[config.mk]
export PLATFORM = sky130hd
export DESIGN_NAME = button_pulse_bank
export DESIGN_NICKNAME = d
export VERILOG_FILES = /design/src/rtl/btn_pkg.sv /design/src/rtl/btn_debounce_ch.sv /design/src/rtl/button_pulse_bank.sv
export SDC_FILE = /design/constraint.sdc
export NUM_CORES = 1
export LEC_CHECK = 0
export ABC_AREA = 1
export CELL_PAD_IN_SITES_DETAIL_PLACEMENT = 0
export CELL_PAD_IN_SITES_GLOBAL_PLACEMENT = 1
export CORE_ASPECT_RATIO = 1.4
export CORE_MARGIN = 5
export CORE_UTILIZATION = 40
export DETAILED_ROUTE_END_ITERATION = 10
export PLACE_DENSITY = 0.78
export SLEW_MARGIN = 20
export SYNTH_ARGS = -nofsm -noshare
export SYNTH_HDL_FRONTEND = slang
export SYNTH_SLANG_ARGS = --single-unit
[constraint.sdc]
create_clock -name clk -period 3.06 [get_ports clk]
set_input_delay 0.459 -clock clk [delete_from_list [all_inputs] [get_ports clk]]
set_output_delay 0.459 -clock clk [all_outputs]
set_load 0.02 [all_outputs]
[src/rtl/btn_pkg.sv]
// Shared constants and helpers for the push-button conditioner (button_pulse_bank).
// Defaults assume a 100 MHz clock.
package btn_pkg;

  localparam int DEF_DEBOUNCE_CYCLES = 100000;
  localparam int DEF_HOLD_CYCLES     = 50000000;
  localparam int DEF_REPEAT_CYCLES   = 10000000;

  // Width needed to hold values 0..max_val, never less than one bit.
  function automatic int cnt_w(input int max_val);
    return (max_val < 1) ? 1 : $clog2(max_val + 1);
  endfunction

  function automatic int max_int(input int a, input int b);
    return (a > b) ? a : b;
  endfunction

endpackage

[src/rtl/btn_debounce_ch.sv]
// One button channel: 2-FF synchroniser, debounce counter, press/release edge pulses.
// Optional hold-to-repeat press pulses when BTN_AUTOREPEAT_EN is defined.
module btn_debounce_ch
  import btn_pkg::*;
#(
  parameter int DEBOUNCE_CYCLES = DEF_DEBOUNCE_CYCLES,
  parameter int HOLD_CYCLES     = DEF_HOLD_CYCLES,
  parameter int REPEAT_CYCLES   = DEF_REPEAT_CYCLES
) (
  input  logic clk,
  input  logic rst,
  input  logic btn_in,
  output logic btn_level,
  output logic btn_press,
  output logic btn_release,
  output logic press_nxt
);

  localparam int                CNT_W   = cnt_w(DEBOUNCE_CYCLES);
  localparam logic [CNT_W-1:0]  DB_LAST = CNT_W'(DEBOUNCE_CYCLES - 1);

  logic             s1;
  logic             s2;
  logic [CNT_W-1:0] cnt;
  logic             level_d;
  logic             rise;
  logic             rel_nxt;

  assign rise    = btn_level & ~level_d;
  assign rel_nxt = level_d & ~btn_level;

  always_ff @(posedge clk or posedge rst) begin
    if (rst) begin
      s1          <= 1'b0;
      s2          <= 1'b0;
      cnt         <= '0;
      btn_level   <= 1'b0;
      level_d     <= 1'b0;
      btn_press   <= 1'b0;
      btn_release <= 1'b0;
    end else begin
      s1 <= btn_in;
      s2 <= s1;
      // Any agreement with the current level restarts the qualification window.
      if (s2 == btn_level) begin
        cnt <= '0;
      end else if (cnt == DB_LAST) begin
        btn_level <= s2;
        cnt       <= '0;
      end else begin
        cnt <= cnt + 1'b1;
      end
      level_d     <= btn_level;
      btn_press   <= press_nxt;
      btn_release <= rel_nxt;
    end
  end

`ifdef BTN_AUTOREPEAT_EN
  localparam int                HCNT_W    = cnt_w(max_int(HOLD_CYCLES, REPEAT_CYCLES));
  localparam logic [HCNT_W-1:0] HOLD_LAST = HCNT_W'(HOLD_CYCLES);
  localparam logic [HCNT_W-1:0] REP_LAST  = HCNT_W'(REPEAT_CYCLES - 1);

  logic [HCNT_W-1:0] hcnt;
  logic              rep_phase;
  logic              rep_fire;

  // Gating with the pre-edge level means a falling level can never produce a repeat
  // in the same cycle as its release pulse.
  assign rep_fire  = btn_level & (hcnt == (rep_phase ? REP_LAST : HOLD_LAST));
  assign press_nxt = rise | rep_fire;

  always_ff @(posedge clk or posedge rst) begin
    if (rst) begin
      hcnt      <= '0;
      rep_phase <= 1'b0;
    end else if (!btn_level) begin
      hcnt      <= '0;
      rep_phase <= 1'b0;
    end else if (rep_fire) begin
      hcnt      <= '0;
      rep_phase <= 1'b1;
    end else begin
      hcnt <= hcnt + 1'b1;
    end
  end
`else
  assign press_nxt = rise;
`endif

endmodule

[src/rtl/button_pulse_bank.sv]
// N-channel push-button conditioner: clean levels plus one-cycle press/release pulses.
// Define BTN_AUTOREPEAT_EN to add hold-to-repeat press pulses.
module button_pulse_bank
  import btn_pkg::*;
#(
  parameter int N_CH            = 2,
  parameter int DEBOUNCE_CYCLES = DEF_DEBOUNCE_CYCLES,
  parameter int HOLD_CYCLES     = DEF_HOLD_CYCLES,
  parameter int REPEAT_CYCLES   = DEF_REPEAT_CYCLES
) (
  input  logic            clk,
  input  logic            rst,
  input  logic [N_CH-1:0] btn_in,
  output logic [N_CH-1:0] btn_level,
  output logic [N_CH-1:0] btn_press,
  output logic [N_CH-1:0] btn_release,
  output logic            any_press
);

  logic [N_CH-1:0] press_nxt;

  for (genvar gi = 0; gi < N_CH; gi++) begin : g_ch
    btn_debounce_ch #(
      .DEBOUNCE_CYCLES(DEBOUNCE_CYCLES),
      .HOLD_CYCLES    (HOLD_CYCLES),
      .REPEAT_CYCLES  (REPEAT_CYCLES)
    ) u_ch (
      .clk        (clk),
      .rst        (rst),
      .btn_in     (btn_in[gi]),
      .btn_level  (btn_level[gi]),
      .btn_press  (btn_press[gi]),
      .btn_release(btn_release[gi]),
      .press_nxt  (press_nxt[gi])
    );
  end

  // Registered from the same next-state terms so it lines up with btn_press.
  always_ff @(posedge clk or posedge rst) begin
    if (rst) begin
      any_press <= 1'b0;
    end else begin
      any_press <= |press_nxt;
    end
  end

endmodule
# Yosys cells after proc, flatten, opt, wreduce, memory -nomap -nowiden
# Index checks and enable logic that the tools add are counted.
[classes]
n_bitwise = 10
reduce_logical = 3
addsub = 2
muxes = 4
n_eq_ne = 4
[ops]
columns = ["cell", "count"]
rows = [
  ["17-bit 2-to-1 mux", 4],
  ["17-bit by 1-bit adder with 17-bit output, second input constant", 2],
  ["17-bit == test, second input constant", 2],
  ["1-bit NOT", 6],
  ["1-bit AND", 4],
  ["2-bit AND reduction", 2],
  ["1-bit == test", 2],
  ["2-bit OR reduction", 1],
]
[word_totals]
register_bits = 47
in_bits = 4

# Logic depth before layout (Yosys ltp)
[depth]
word_depth = 3
mapped_depth = 9

# Cells and area by module
# From an unflattened synthesis, not the netlist that was laid out.
[unflattened]
cells_unflattened = 311
hier_area_um2 = 2369.8
[modules_own_cells]
columns = ["module", "cells_per_inst", "area_per_inst_um2", "n_inst", "seq_area_each_um2"]
rows = [
  ["btn_debounce_ch", 153, 1164.9, 2, 575.6],
  ["button_pulse_bank", 5, 40.0, 1, 25.0],
]

# Worst setup path before layout
# OpenSTA, ideal clock, no wires.
[synth_timing]
path_kind = "flip-flop to flip-flop"
from = "reg g_ch[0].u_ch.cnt[0]"
to = "reg g_ch[0].u_ch.cnt[10]"
synth_period_minus_slack_ns = 1.323
required_ns = 2.989
arrival_ns = 1.252
setup_slack_ns = 1.737
setup_ns = 0.071
path_stages_with_launch = 10
cell_sequence = "dfrtp_1 > ha_1 > nand2_1 > inv_1 > nand2_2 > nor2_4 > nand2_1 > nand2_2 > buf_6 > nor2_1"
[synth_via]
elab_chain_len = 3
elab_cells_between_ends = 4
cone_classes = "add/sub (1); eq/ne (1); mux (2)"
[synth_lines]
columns = ["element", "line", "text"]
rows = [
  ["from (decl)", "btn_debounce_ch.sv:24", "logic [CNT_W-1:0] cnt;"],
  ["from (signal assigned)", "btn_debounce_ch.sv:51", "cnt <= cnt + 1'b1;"],
  ["17-bit by 1-bit adder with 17-bit output / 17-bit == test (equally long branches)", "btn_debounce_ch.sv:51, btn_debounce_ch.sv:47", ""],
  ["17-bit 2-to-1 mux (*)", "btn_debounce_ch.sv:47", "end else if (cnt == DB_LAST) begin"],
  ["17-bit 2-to-1 mux (*)", "btn_debounce_ch.sv:45", "if (s2 == btn_level) begin"],
]
# Every way passes the cells marked *; elsewhere a longest branch is shown, timed or not.
# A chain may end at the register's enable or synchronous reset.

# Worst setup path after layout
[layout_timing]
from = "reg g_ch[1].u_ch.btn_level"
to = "out btn_level[1]"
[layout_lines]
columns = ["element", "line", "text"]
rows = [
  ["from (decl)", "btn_debounce_ch.sv:13", "output logic btn_level,"],
  ["from (signal assigned)", "btn_debounce_ch.sv:37", "btn_level <= 1'b0;"],
  ["from (signal assigned)", "btn_debounce_ch.sv:48", "btn_level <= s2;"],
  ["to (decl)", "button_pulse_bank.sv:14", "output logic [N_CH-1:0] btn_level,"],
]
# No word-level cell between the ends.

==> flow_summary.ini <==
[grt]
grt_pass1_vias = 1782
overflow = 0
grt_max_degree = 48
antenna_found_initial = 0
gr-usage-all-layers = 0.1416
grt_pass1_wl_mm = 8.280

[synthesis]
yosys.area_share.simple = 0.3381
syn-instance-count = 309
synth-xor-area-share = 0.04311
synth_area_sq_um = 2380
ys_types = 22
synthMuxAreaShare = 0
synth_top_family_by_area = simple AND/OR/NAND/NOR gates
ys.warnings.count = 0
synth-seq-area-share = 0.4942
ys_ff_latch = 47
syn_nets = 315
avgSynthCellArea_sq_um = 7.702
synthAdderAreaFrac = 0.01052
synth_compound_area_frac = 0.02576

[sta]
hold_viol = 0
worst_pin_slew_ns = 0.7964
whs_ns = 0.3537
finalSetupViolCount = 0
min_period_ns = 1.889
report.final.slew_viol_count = 0
tns_ns = 0
relSlewSlack = 0.4684
rsz0062_at_grt = no
fin_worst_skew_ns = 0.004762
worst_slack_ns = 1.171
finalCritPeriodShare = 0.6173
fmax_ghz = 0.5294

[place]
place_area_sq_um = 2511
dpl.cell_count = 382
post-dp-hpwl_mm = 3.512
post-place-ws_ns = 1.359
gp_congestion = 0.7836
io_buffers = 10

[floorplanning]
num_rows = 33
die-height_um = 101.3
start_util = 0.4088
die_x_um = 75.19
die_area_sq_um = 7614
core-area_sq_um = 5822
io_pins = 11

[cts]
cts_resized = 0
cts-buffers-inserted = 5
worstSkewPairLatency_ns = 0.29
hold_buffers = 0
cts_buffer_depth = 2
h-tree-depth = 2
clk_pin_slew_ns = 0.09
cts.sinks = 47
root_buffer = clkbuf_8
post_cts_buffers = 0
cts_tree = yes

[min_path]
whs_path_depth = 0
hp-class = reg2reg

[cells_and_area]
final_common_cell = nor2_1
nFillCells = 587
final_cell_mix = nor2_1, nand2_1, dfrtp_1, inv_1, nand3_1
area_growth_pct = 10.31
finish.net_count = 325
fin_util = 0.4509
fin_cells = 390
drive_gt1_frac = 0.06563
n_antenna_cell = 0
final_area_sq_um = 2625

[route]
antenna_left = 0
drtIter0Drc = 84
detail_route.wirelength_mm = 4.681
vias_per_cell = 4.687
via_count = 1828
drc = 0
wire_per_inst_um = 12.00
drt-pass1-iter-count = 4

[power]
total_power_mw = 1.132
p_leak_nw = 1.161
power_density_nw_per_um2 = 431.2
ir_worst_vdd_uv = 295.6

[setup_path]
criticalPathCategory = reg2out
end_kind = output pin
cp.depth = 1
critical_path_required_ns = 2.60
crit_path_top_delay_cell = clkdlybuf4s50_1
cp-start-kind = flip-flop
worstPathMaxFanout = 6
reg2reg_depth = 8
worst-path-buf-inv = 1
cp.arrival_ns = 1.43
max_stage_delay_ns = 0.66
critPathTopFamily = buffers and inverters
crit_chain = clkdlybuf4s50_1

[status]
status = finished, final reports clean

[job]
drv_cap = 0
final timing paths:
path,startpoint,end,slack [ns]
max in group asynchronous,rst,g_ch[1].u_ch.cnt[6],1.99
max reg2reg,g_ch[1].u_ch.cnt[0],g_ch[1].u_ch.cnt[10],1.52
max,g_ch[1].u_ch.btn_level,btn_level[1],1.17
min,g_ch[1].u_ch.s1,g_ch[1].u_ch.s2,0.35
min reg2reg,g_ch[1].u_ch.s1,g_ch[1].u_ch.s2,0.35
min in group asynchronous,rst,g_ch[1].u_ch.btn_release,0.60
synth_stat cells:
cell / instances / area [sq um]
nor2_1: 76 / 285.3
nor3_1: 6 / 30.03
inv_1: 41 / 153.9
nand3b_1: 1 / 7.510
nor2_4: 2 / 22.52
nor2_2: 2 / 12.51
a21oi_1: 3 / 15.01
nand2_1: 73 / 274.0
xor2_1: 6 / 52.55
o22ai_1: 1 / 6.260
o21ai_0: 3 / 15.01
buf_4: 6 / 45.04
nand4_1: 8 / 50.05
o21bai_1: 2 / 15.01
nand3_1: 17 / 85.08
dfrtp_1: 47 / 1176
xnor2_1: 2 / 17.52
xor2_2: 2 / 32.53
ha_1: 2 / 25.02
nand2_2: 6 / 37.54
buf_6: 1 / 11.26
o21ai_1: 2 / 10.01
routing by layer:
layer | vias to the layer above | global-route usage | wire (um)
li1 | 963 | - | -
met1 | 840 | 0.1669 | 1986
met2 | 19 | 0.2477 | 2533
met3 | 6 | 0.02781 | 80
met4 | 0 | 0.05653 | 79
met5 | - | 0 | 0
flip-flops by register name, indices dropped and copies added (netlist names):
signal and cells:
g_ch.u_ch.s2 2, g_ch.u_ch.btn_press 2, g_ch.u_ch.btn_level 2, g_ch.u_ch.s1 2, g_ch.u_ch.level_d 2, any_press 1, g_ch.u_ch.btn_release 2, g_ch.u_ch.cnt 34
layout make-up:
class	count	area, sq um	area share
Clock inverter	3	43.79	0.01668
Tap cell	70	87.58	0.03337
Sequential cell	47	1176	0.4480
Multi-Input combinational cell	214	993.5	0.3785
Timing Repair Buffer	10	100.1	0.03813
Inverter	41	155.1	0.05910
Clock buffer	5	68.82	0.02622
cells by family (layout without fill, tap and decap cells):
group / Yosys count / in the layout
compound gates: 11 / 11
xor+xnor: 10 / 10
fa+ha+maj: 2 / 2
buf+inv: 48 / 59
flops: 47 / 47
simple gates: 191 / 191
power by group:
part	internal, mW	leakage, nW	switching (mW)	total, mW
Sequential	0.629	0.642	0.00745	0.637
Clock	0.243	0.0581	0.213	0.457
Combinational	0.0110	0.461	0.0273	0.0382
Total	0.884	1.16	0.248	1.13
No activity file was read; power rests on OpenSTA's default activity.
